$ cat config.mk
export PLATFORM = sky130hd
export DESIGN_NAME = cam_pix_capture_param_flat
export DESIGN_NICKNAME = d
export VERILOG_FILES = /design/src/rtl/cam_pix_capture_param_if.sv /design/src/rtl/cam_pix_capture_param.sv /design/src/flat_wrapper.sv
export SDC_FILE = /design/constraint.sdc
export NUM_CORES = 1
export LEC_CHECK = 0
export CAP_MARGIN = 5
export CORE_UTILIZATION = 55
export CTS_CLUSTER_DIAMETER = 80
export DETAILED_ROUTE_END_ITERATION = 8
export PLACE_DENSITY = 0.75
export SLEW_MARGIN = 0
export SYNTH_ARGS = -nofsm -noshare
export SYNTH_HDL_FRONTEND = slang
export SYNTH_SLANG_ARGS = --single-unit
$ cat constraint.sdc
create_clock -name pclk -period 4.8 [get_ports pclk]
set_input_delay 0.72 -clock pclk [delete_from_list [all_inputs] [get_ports pclk]]
set_output_delay 0.72 -clock pclk [all_outputs]
set_load 0.03 [all_outputs]
$ cat src/rtl/cam_pix_capture_param_if.sv
// Capture-engine bus: sensor DVP inputs, config level, and frame-RAM write side.
// master = capture engine, slave = sensor/RAM environment.
interface cam_pix_capture_param_if #(
    parameter int ADDR_W = 19,
    parameter int PIX_W  = 12
);
    logic              config_done;
    logic              href;
    logic              vsync;
    logic [7:0]        data_in;
    logic              data_en;
    logic [PIX_W-1:0]  rgb_data;
    logic [ADDR_W-1:0] RAM_addr;
    logic              frame_done;
    logic              ovf_err;

    modport master (
        input  config_done, href, vsync, data_in,
        output data_en, rgb_data, RAM_addr, frame_done, ovf_err
    );

    modport slave (
        output config_done, href, vsync, data_in,
        input  data_en, rgb_data, RAM_addr, frame_done, ovf_err
    );
endinterface

$ cat src/rtl/cam_pix_capture_param.sv
// DVP pixel capture: RGB565 byte-pair assembly, RGB444/565 output, linear write address, frame skip.
// Optional macro CAP_DECIM_2X_EN: keep only even-x/even-y pixels (half stride).
module cam_pix_capture_param #(
    parameter int H_ACTIVE   = 640,
    parameter int V_ACTIVE   = 480,
    parameter int ADDR_W     = 19,
    parameter int PIX_W      = 12,
    parameter int FRAME_SKIP = 0,
    parameter int HI_FIRST   = 1
) (
    input  logic                      pclk,
    input  logic                      rst,
    cam_pix_capture_param_if.master   bus
);

    localparam int X_W = $clog2(H_ACTIVE) + 1;
    localparam int Y_W = $clog2(V_ACTIVE) + 1;
    localparam int S_W = (FRAME_SKIP > 0) ? $clog2(FRAME_SKIP + 1) : 1;

    localparam logic [1:0] ST_IDLE    = 2'd0;
    localparam logic [1:0] ST_WAIT_VS = 2'd1;
    localparam logic [1:0] ST_ACTIVE  = 2'd2;
    localparam logic [1:0] ST_SKIP    = 2'd3;

    // Reduce assembled RGB565 to the configured output width.
    function automatic logic [PIX_W-1:0] fmt_pix(input logic [15:0] p);
        logic [15:0] t;
        if (PIX_W == 16) begin
            t = p;
        end else begin
            t = {4'h0, p[15:12], p[10:7], p[4:1]};
        end
        return t[PIX_W-1:0];
    endfunction

    logic              href_r;
    logic              vsync_r;
    logic [7:0]        data_r;
    logic              href_d_r;
    logic              vsync_d_r;
    logic [1:0]        state_r;
    logic [S_W-1:0]    skip_cnt_r;
    logic              phase_r;
    logic [7:0]        byte0_r;
    logic [X_W-1:0]    x_r;
    logic [Y_W-1:0]    y_r;
    logic              line_pix_r;
    logic [ADDR_W-1:0] addr_r;
    logic              wr_pend_r;
    logic [PIX_W-1:0]  pix_r;
    logic [ADDR_W-1:0] wr_addr_r;
    logic              data_en_r;
    logic [PIX_W-1:0]  rgb_data_r;
    logic [ADDR_W-1:0] ram_addr_r;
    logic              frame_done_r;
    logic              ovf_err_r;

    logic              vs_fall_s;
    logic              vs_rise_s;
    logic              vs_edge_s;
    logic              href_fall_s;
    logic              in_frame_s;
    logic              take_s;
    logic              pair_s;
    logic              in_bounds_s;
    logic              keep_s;
    logic [15:0]       pix565_s;

    // Single register stage on all sensor pins; everything downstream uses these copies.
    always_ff @(posedge pclk or posedge rst) begin
        if (rst) begin
            href_r    <= 1'b0;
            vsync_r   <= 1'b0;
            data_r    <= 8'h00;
            href_d_r  <= 1'b0;
            vsync_d_r <= 1'b0;
        end else begin
            href_r    <= bus.href;
            vsync_r   <= bus.vsync;
            data_r    <= bus.data_in;
            href_d_r  <= href_r;
            vsync_d_r <= vsync_r;
        end
    end

    // Edge detection and per-byte decode.
    always_comb begin
        vs_fall_s   = vsync_d_r & ~vsync_r;
        vs_rise_s   = ~vsync_d_r & vsync_r;
        vs_edge_s   = vs_fall_s | vs_rise_s;
        href_fall_s = href_d_r & ~href_r;
        in_frame_s  = bus.config_done & ((state_r == ST_ACTIVE) | (state_r == ST_SKIP));
        take_s      = in_frame_s & href_r & ~vs_edge_s;
        pair_s      = take_s & phase_r;
        in_bounds_s = (x_r < X_W'(H_ACTIVE)) && (y_r < Y_W'(V_ACTIVE));
        if (HI_FIRST != 0) begin
            pix565_s = {byte0_r, data_r};
        end else begin
            pix565_s = {data_r, byte0_r};
        end
`ifdef CAP_DECIM_2X_EN
        keep_s = ~x_r[0] & ~y_r[0];
`else
        keep_s = 1'b1;
`endif
    end

    // Frame FSM and frame-skip counter; losing config_done abandons everything.
    always_ff @(posedge pclk or posedge rst) begin
        if (rst) begin
            state_r    <= ST_IDLE;
            skip_cnt_r <= {S_W{1'b0}};
        end else if (!bus.config_done) begin
            state_r    <= ST_IDLE;
            skip_cnt_r <= {S_W{1'b0}};
        end else begin
            case (state_r)
                ST_IDLE: begin
                    state_r <= ST_WAIT_VS;
                end
                ST_WAIT_VS: begin
                    if (vs_fall_s) begin
                        state_r <= (skip_cnt_r == {S_W{1'b0}}) ? ST_ACTIVE : ST_SKIP;
                    end else begin
                        state_r <= ST_WAIT_VS;
                    end
                end
                ST_ACTIVE, ST_SKIP: begin
                    if (vs_rise_s) begin
                        state_r    <= ST_WAIT_VS;
                        skip_cnt_r <= (skip_cnt_r == S_W'(FRAME_SKIP)) ? {S_W{1'b0}}
                                                                       : skip_cnt_r + S_W'(1);
                    end else begin
                        state_r <= state_r;
                    end
                end
                default: begin
                    state_r <= ST_IDLE;
                end
            endcase
        end
    end

    // End-of-stored-frame pulse, one cycle after the closing vsync rise.
    always_ff @(posedge pclk or posedge rst) begin
        if (rst) begin
            frame_done_r <= 1'b0;
        end else begin
            frame_done_r <= bus.config_done & (state_r == ST_ACTIVE) & vs_rise_s;
        end
    end

    // Byte pairing, x/y tracking and running write address.
    always_ff @(posedge pclk or posedge rst) begin
        if (rst) begin
            phase_r    <= 1'b0;
            byte0_r    <= 8'h00;
            x_r        <= {X_W{1'b0}};
            y_r        <= {Y_W{1'b0}};
            line_pix_r <= 1'b0;
            addr_r     <= {ADDR_W{1'b0}};
            wr_pend_r  <= 1'b0;
            pix_r      <= {PIX_W{1'b0}};
            wr_addr_r  <= {ADDR_W{1'b0}};
        end else if (!in_frame_s) begin
            phase_r    <= 1'b0;
            x_r        <= {X_W{1'b0}};
            y_r        <= {Y_W{1'b0}};
            line_pix_r <= 1'b0;
            addr_r     <= {ADDR_W{1'b0}};
            wr_pend_r  <= 1'b0;
        end else begin
            wr_pend_r <= 1'b0;
            if (vs_edge_s) begin
                // vsync edge outranks any half-formed pair
                phase_r <= 1'b0;
            end else if (href_r) begin
                phase_r <= ~phase_r;
                if (!phase_r) begin
                    byte0_r <= data_r;
                end else begin
                    line_pix_r <= 1'b1;
                    x_r        <= (x_r == {X_W{1'b1}}) ? x_r : x_r + X_W'(1);
                    if ((state_r == ST_ACTIVE) && in_bounds_s && keep_s) begin
                        pix_r     <= fmt_pix(pix565_s);
                        wr_addr_r <= addr_r;
                        addr_r    <= addr_r + ADDR_W'(1);
                        wr_pend_r <= 1'b1;
                    end else begin
                        wr_pend_r <= 1'b0;
                    end
                end
            end else begin
                phase_r <= 1'b0;
                if (href_fall_s) begin
                    x_r        <= {X_W{1'b0}};
                    line_pix_r <= 1'b0;
                    if (line_pix_r && (y_r != {Y_W{1'b1}})) begin
                        y_r <= y_r + Y_W'(1);
                    end else begin
                        y_r <= y_r;
                    end
                end else begin
                    x_r <= x_r;
                end
            end
        end
    end

    // Sticky overflow: out-of-window pixel or dangling byte at line end.
    always_ff @(posedge pclk or posedge rst) begin
        if (rst) begin
            ovf_err_r <= 1'b0;
        end else if (in_frame_s && (state_r == ST_ACTIVE) && !vs_edge_s) begin
            if (pair_s && !in_bounds_s) begin
                ovf_err_r <= 1'b1;
            end else if (!href_r && href_fall_s && phase_r) begin
                ovf_err_r <= 1'b1;
            end else begin
                ovf_err_r <= ovf_err_r;
            end
        end else begin
            ovf_err_r <= ovf_err_r;
        end
    end

    // Registered RAM write port.
    always_ff @(posedge pclk or posedge rst) begin
        if (rst) begin
            data_en_r  <= 1'b0;
            rgb_data_r <= {PIX_W{1'b0}};
            ram_addr_r <= {ADDR_W{1'b0}};
        end else begin
            data_en_r <= wr_pend_r & bus.config_done;
            if (wr_pend_r) begin
                rgb_data_r <= pix_r;
                ram_addr_r <= wr_addr_r;
            end else begin
                rgb_data_r <= rgb_data_r;
                ram_addr_r <= ram_addr_r;
            end
        end
    end

    assign bus.data_en    = data_en_r;
    assign bus.rgb_data   = rgb_data_r;
    assign bus.RAM_addr   = ram_addr_r;
    assign bus.frame_done = frame_done_r;
    assign bus.ovf_err    = ovf_err_r;

endmodule

$ cat src/flat_wrapper.sv
// flat-port wrapper written by rule: the top's interface ports become plain ports
module cam_pix_capture_param_flat 
#(
    parameter int H_ACTIVE   = 640,
    parameter int V_ACTIVE   = 480,
    parameter int ADDR_W     = 19,
    parameter int PIX_W      = 12,
    parameter int FRAME_SKIP = 0,
    parameter int HI_FIRST   = 1
)
  (pclk, rst, bus_config_done, bus_href, bus_vsync, bus_data_in, bus_data_en, bus_rgb_data, bus_RAM_addr, bus_frame_done, bus_ovf_err);
  cam_pix_capture_param_if #(.ADDR_W(ADDR_W), .PIX_W(PIX_W)) bus_i ();
  input  logic pclk;
  input  logic rst;
  input wire logic [$bits(bus_i.config_done)-1:0] bus_config_done;
  input wire logic [$bits(bus_i.href)-1:0] bus_href;
  input wire logic [$bits(bus_i.vsync)-1:0] bus_vsync;
  input wire logic [$bits(bus_i.data_in)-1:0] bus_data_in;
  output wire logic [$bits(bus_i.data_en)-1:0] bus_data_en;
  output wire logic [$bits(bus_i.rgb_data)-1:0] bus_rgb_data;
  output wire logic [$bits(bus_i.RAM_addr)-1:0] bus_RAM_addr;
  output wire logic [$bits(bus_i.frame_done)-1:0] bus_frame_done;
  output wire logic [$bits(bus_i.ovf_err)-1:0] bus_ovf_err;
  assign bus_i.config_done = bus_config_done;
  assign bus_i.href = bus_href;
  assign bus_i.vsync = bus_vsync;
  assign bus_i.data_in = bus_data_in;
  assign bus_data_en = bus_i.data_en;
  assign bus_rgb_data = bus_i.rgb_data;
  assign bus_RAM_addr = bus_i.RAM_addr;
  assign bus_frame_done = bus_i.frame_done;
  assign bus_ovf_err = bus_i.ovf_err;
  cam_pix_capture_param #(.H_ACTIVE(H_ACTIVE), .V_ACTIVE(V_ACTIVE), .ADDR_W(ADDR_W), .PIX_W(PIX_W), .FRAME_SKIP(FRAME_SKIP), .HI_FIRST(HI_FIRST)) u_core (.pclk(pclk), .rst(rst), .bus(bus_i));
endmodule
* Word-level counts from Yosys, hierarchy flattened *
Index checks and enable logic that the tools add are counted.

word-level totals
  register bits after elaboration = 131
  output and inout bits = 34
  logic and storage cells = 124

cells by class
  add/sub/neg operators = 4
  order comparisons = 2
  eq/ne operators = 18
  mux-type cells = 40
  bitwise gates (word level) = 17
  reductions and logical operators = 22

operators by type and width
  kind                     count
  $mux W19                 5
  $mux W11                 6
  $mux W10                 5
  $mux W1                  20
  $add A19 B1 Y19 const B  1
  $reduce_and A4 Y1        4
  $add A11 B1 Y11 const B  1
  $eq A11 B11 Y1 const B   1
  $lt A11 B10 Y1 const B   1
  $add A10 B1 Y10 const B  1
  $and A1 B1 Y1            10
  $lt A10 B9 Y1 const B    1
  $ne A10 B10 Y1 const B   1
  $ne A2 B1 Y1 const B     5
  $logic_and A1 B1 Y1      8
  $ne A2 B2 Y1 const B     4
  $mux W2                  3
  $ne A3 B3 Y1 const B     2
  $pmux W2 S3              1
  $not A1 Y1               5
  $reduce_and A5 Y1        1
  $eq A2 B2 Y1 const B     2
  $reduce_and A2 Y1        2
  $logic_not A1 Y1         3
  other kinds (9)          10

* Logic depth before layout (Yosys ltp) *
  depth in word-level cells = 9
  mapped depth = 9
  gate-level depth less buffers = 7

* Worst setup path before layout *
Ideal clock, no wire load.

  path kind = register to register
  start = reg u_core.vsync_r
  end = reg u_core.wr_addr_r[10]
  setup time = 125 ps
  arrival time = 1990 ps
  data required time = 4675 ps
  path slack = 2686 ps
  stages on the path, launching flop included = 8
  path buffers = 2
  path through = dfrtp_1 -> ha_1 -> nand4b_1 -> nor4b_4 -> and2_1 -> clkbuf_1 -> buf_2 -> mux2_2

on the way
  word-level cells in the longest chain between the ends = 5
  elaborated cells on any way between the ends = 6
  classes of those cells = 5 x bitwise; 1 x reduce/logical

RTL lines
  item                                  line                          RTL
  start, declared                       cam_pix_capture_param.sv:37   logic vsync_r;
  start signal, assigned                cam_pix_capture_param.sv:79   vsync_r <= bus.vsync;
  $not A1 Y1                            cam_pix_capture_param.sv:88   vs_fall_s = vsync_d_r & ~vsync_r;
  $and A1 B1 Y1                         cam_pix_capture_param.sv:88
  $or A1 B1 Y1 *                        cam_pix_capture_param.sv:90   vs_edge_s = vs_fall_s | vs_rise_s;
  $not A1 Y1 (no source line) *         --
  $reduce_and A5 Y1 (no source line) *  --
  end signal, assigned                  cam_pix_capture_param.sv:164  wr_addr_r <= {ADDR_W{1'b0}};
  end signal, assigned                  cam_pix_capture_param.sv:186  wr_addr_r <= addr_r;
  end, declared                         cam_pix_capture_param.sv:51   logic [ADDR_W-1:0] wr_addr_r;

Mark *: on every way between the ends. The rest lies on a longest branch, timed or not.
A chain may end at the register's enable or synchronous reset.

* Worst setup path in the final report *
  start = reg u_core.vsync_d_r
  end = reg u_core.wr_addr_r[11]

on the way
  word-level cells in the longest chain between the ends = 5
  elaborated cells on any way between the ends = 6
  classes of those cells = 5 x bitwise; 1 x reduce/logical

RTL lines
  item                                  line                         RTL
  start, declared                       cam_pix_capture_param.sv:40  logic vsync_d_r;
  start signal, assigned                cam_pix_capture_param.sv:82  vsync_d_r <= vsync_r;
  $not A1 Y1                            cam_pix_capture_param.sv:89  vs_rise_s = ~vsync_d_r & vsync_r;
  $and A1 B1 Y1                         cam_pix_capture_param.sv:89
  $or A1 B1 Y1 *                        cam_pix_capture_param.sv:90
  $not A1 Y1 (no source line) *         --
  $reduce_and A5 Y1 (no source line) *  --

Marks and branches as above.

==> results.md <==
- Iteration-0 DRC count of the detailed router: 172
- Global-route wire length before repair: 17.1 mm
- Clock root buffer master: clkbuf_8
- Critical-path top delay cell: nor4b_4
- Clock tree from TritonCTS: yes
- Syn Nets: 432
- P per Cell Area: 385 nW/um2
- Number of cells on the worst reg-to-reg path: 7
- Netlist area before placement: 5340 um2
- Startpoint of the lowest-slack register-to-register path: u_core.vsync_d_r
- CORE AREA: 9330 um2
- Crit share post-route: 57.6%
- Final HPWL from detailed placement: 6.16 mm
- Area delta synth->final: 22.7%
- Vias in the first global route: 3,535
- Path type of the worst min-delay path: reg2reg
- Critical path class: reg2reg
- Part of the power in registers: 44.4%
- Crit path required time: 5.20 ns
- Number of enable-type register cells in the synthesized netlist: 0
- Global-route usage over all layers: 22.2%
- R2r endpoint: u_core.wr_addr_r[11]
- Number of endpoints failing setup at the final stage: 0
- Max stage delay on crit path: 0.66 ns
- Most instantiated flip-flop cell in the synthesis netlist: dfrtp_1
- DRC violation count after routing: 0
- Proportion of register bits with asynchronous set or reset after synthesis: 100%
- Crit path time final: 2.77 ns
- Final Hold Violating Endpoints: 0
- Reg clk slew, reported paths: 0.06 ns
- Share of final-layout standard cells stronger than drive strength 1: 23.3%
- Register area share after synthesis: 60.5%
- Flip-flop and latch count after synthesis: 129
- Number of vias per cell after detailed routing: 5.65
- Initial antenna violation count: 0
- Largest net degree at the start of global routing: 66
- List of cells traversed by the critical path: inv_1 > ha_1 > nand4b_1 > nor4b_4 > and2_1 > buf_4 > mux2_2
- WL/cell: 16.5 um
- Peak ir drop on the vdd network: 0.251 mV
- Proportion of power drawn by combinational gates: 2.3%
- Starting utilization of the core area: 57.2%
- N_diodes: 0
- Crit path buf inv count: 2
- Clock latency at the later pin of the worst-skew pair: 0.51 ns
- Run status: completed
- Die Span X: 100 um
- Hold buffers post-CTS: 0
- Fmax achieved: 0.362 GHz
- Number of cells on the critical path: 7
- Aggregate negative setup slack: 0 ns
- Final net count: 487
- CTS-repair resized insts: 0
- Remaining Overflow, GRT: 0
- Hold path depth: 0
- Post-place instance area: 5920 um2
- Hold EP: u_core.vsync_d_r
- Count of cell types in the netlist: 49
- CTS Buf Count: 17
- Post-synthesis instance total: 414
- Net switching power figure: 0.516 mW
- Crit. End Element: flip-flop
- Max-cap violations: 0
- Vert. Die Dim: 100 um
- Data arrival, critical path: 3.16 ns
- Syn_area_per_cell: 12.9 um2
- Worst slew margin relative to its limit: 42.4%
- Synth warnings: 0
- Transition time at the pin with the least slew margin: 0.856 ns
- Clock network power share: 53.3%
- Vias: 3,446
- Boundary Pins: 47
- Layout Utilization: 70.2%
- Number of buffers added for setup after CTS: 0
- Count of buffers inserted at the top-level ports: 46
- Antenna-violating nets left: 0
- Floorplan die area: 10,100 um2
- Total leakage power: 2.90 nW
- Worst path top cell family by delay: simple AND/OR/NAND/NOR gates
- Post-Layout Inst Area: 6550 um2
- Type of element launching the critical path: flip-flop
- Final weighted congestion of routability-driven global placement: 0.882
- Launch instance of the worst min-delay path: u_core.vsync_r
- Number of levels in the clock H-tree: 4
- Switching fraction of total power: 20.5%
- Final Slew Violations: 0
- Number of placement rows: 35
- Internal cell power: 2.00 mW
- Overall routed net length: 10.1 mm
- Buffer depth of the longest clock path: 2
- Fin Clk Skew: 0.00544 ns
- Worst-case register-to-register setup slack: 2.03 ns
- Crit path max fanout: 31
- Clk sink count: 129
- 1st-pass router iterations: 5
- Unrepaired setup endpoints after global routing: false
[routing by layer]
metal	track usage (%)	share of wire (%)	up-vias
met5	0	0	-
met2	35.4	50	96
met4	9.48	2.0	0
met3	5.83	4.2	20
li1	-	-	1593
met1	29.1	44	1737
[synth_stat cells (2+ instances only)]
cell      number  area share (%)
dfrtp_1      129              61
mux2_2        66              14
nor2_1        28             2.0
a21oi_1       17             1.6
nand2_1       16             1.1
o21ai_0       14             1.3
nand3_1       13             1.2
nand4_1       12             1.4
xnor2_1       12             2.0
inv_1         11            0.77
or3_1         11             1.3
clkbuf_1       8            0.56
xor2_1         8             1.3
nor3_1         7            0.66
ha_1           5             1.2
mux2_1         5             1.1
and2_1         4            0.47
nor4_1         4            0.47
a211oi_1       3            0.42
and4_1         3            0.49
buf_2          3            0.28
buf_1          2            0.14
buf_6          2            0.42
nand2b_1       2            0.23
nand3b_1       2            0.28
nand4b_1       2            0.33
nor3b_1        2            0.28
o41ai_1        2            0.33
[worst max-delay path by stage]
stage	startpoint	end	slack (ns)
2_1_floorplan	rst	u_core.addr_r[0]	0.64
3_3_place_gp	bus_config_done	u_core.x_r[7]	2.05
3_5_place_dp	bus_config_done	u_core.x_r[7]	1.93
4_1_cts	u_core.vsync_d_r	u_core.wr_addr_r[17]	2.00
5_1_grt	u_core.vsync_d_r	u_core.wr_addr_r[11]	1.82
6_report	u_core.vsync_d_r	u_core.wr_addr_r[11]	2.03
[sequential cells by signal, summed over array words and instances, names as in the netlist]
name and flops:
u_core.bus.frame_done 1, u_core.phase_r 1, u_core.data_r 8, u_core.href_d_r 1, u_core.vsync_d_r 1, u_core.wr_pend_r 1, u_core.bus.ovf_err 1, u_core.bus.data_en 1
u_core.state_r 2, u_core.x_r 11, u_core.vsync_r 1, u_core.byte0_r 7, u_core.bus.RAM_addr 19, u_core.href_r 1, u_core.y_r 10, u_core.line_pix_r 1
u_core.wr_addr_r 19, u_core.bus.rgb_data 12, u_core.pix_r 12, u_core.addr_r 19
[placed cells by master, fill, tap and decap left out, types with 3 or more instances in the layout]
| master | n |
|---|---|
| dfrtp_1 | 129 |
| mux2_2 | 66 |
| clkdlybuf4s50_1 | 46 |
| nor2_1 | 28 |
| a21oi_1 | 17 |
| nand2_1 | 16 |
| clkbuf_16 | 16 |
| o21ai_0 | 14 |
| nand3_1 | 13 |
| nand4_1 | 12 |
| xnor2_1 | 12 |
| or3_1 | 11 |
| inv_1 | 10 |
| xor2_1 | 8 |
| nor3_1 | 7 |
| mux2_1 | 5 |
| ha_1 | 5 |
| clkinv_4 | 5 |
| buf_4 | 5 |
| and2_1 | 4 |
| nor4_1 | 4 |
| bufinv_16 | 4 |
| and4_1 | 3 |
| a211oi_1 | 3 |
| clkbuf_8 | 3 |
[worst reg2reg max path, delay by kind of cell, from the launching register on]
family,cells,cell delay [ns]
simple gates,3,1.08
buf+inv,2,0.42
mux,1,0.41
fa+ha+maj,1,0.38
flops,1,0.36
[kinds of logic (layout without fill, tap and decap cells)]
family / count (synthesis) / in the layout / synth area share, %
adders and majority gates: 5 / 5 / 1.17
muxes: 72 / 72 / 15.2
and+or+nand+nor: 119 / 119 / 12.9
xor gates and xnor gates: 20 / 20 / 3.28
DFF: 129 / 129 / 60.5
buffers and inverters: 26 / 93 / 2.18
AOI/OAI and AO/OA: 43 / 43 / 4.76
[metrics by stage]
step                      cells  power [mW]  hold WS (ns)  setup WS, ns
after global routing        610        2.60         0.425          1.82
after global placement      579        1.20         0.383          2.05
after floorplan             414        1.17         0.378         0.639
after CTS                   610        2.54         0.409          2.00
final                       610        2.52         0.409          2.03
after detailed placement    579        1.20         0.395          1.93
[power by group through the flow]
stage | combinational, mW | clock, mW | sequential [mW]
global placement | 0.0589 | 0 | 1.14
detailed placement | 0.0602 | 0 | 1.14
floorplan | 0.0385 | 0 | 1.13
global route | 0.0677 | 1.41 | 1.12
finish | 0.0589 | 1.34 | 1.12
CTS | 0.0615 | 1.36 | 1.12
[area by class of cell]
class / instances / area, um2
fillers: 641 / 2780
inverters: 11 / 43.8
repair buffers: 51 / 498
clock buffers: 19 / 442
well taps: 129 / 161
clock inverters: 12 / 184
multi-input cells: 259 / 1990
flip-flops and latches: 129 / 3230
Note: power is estimated with default switching activity, not from simulation.
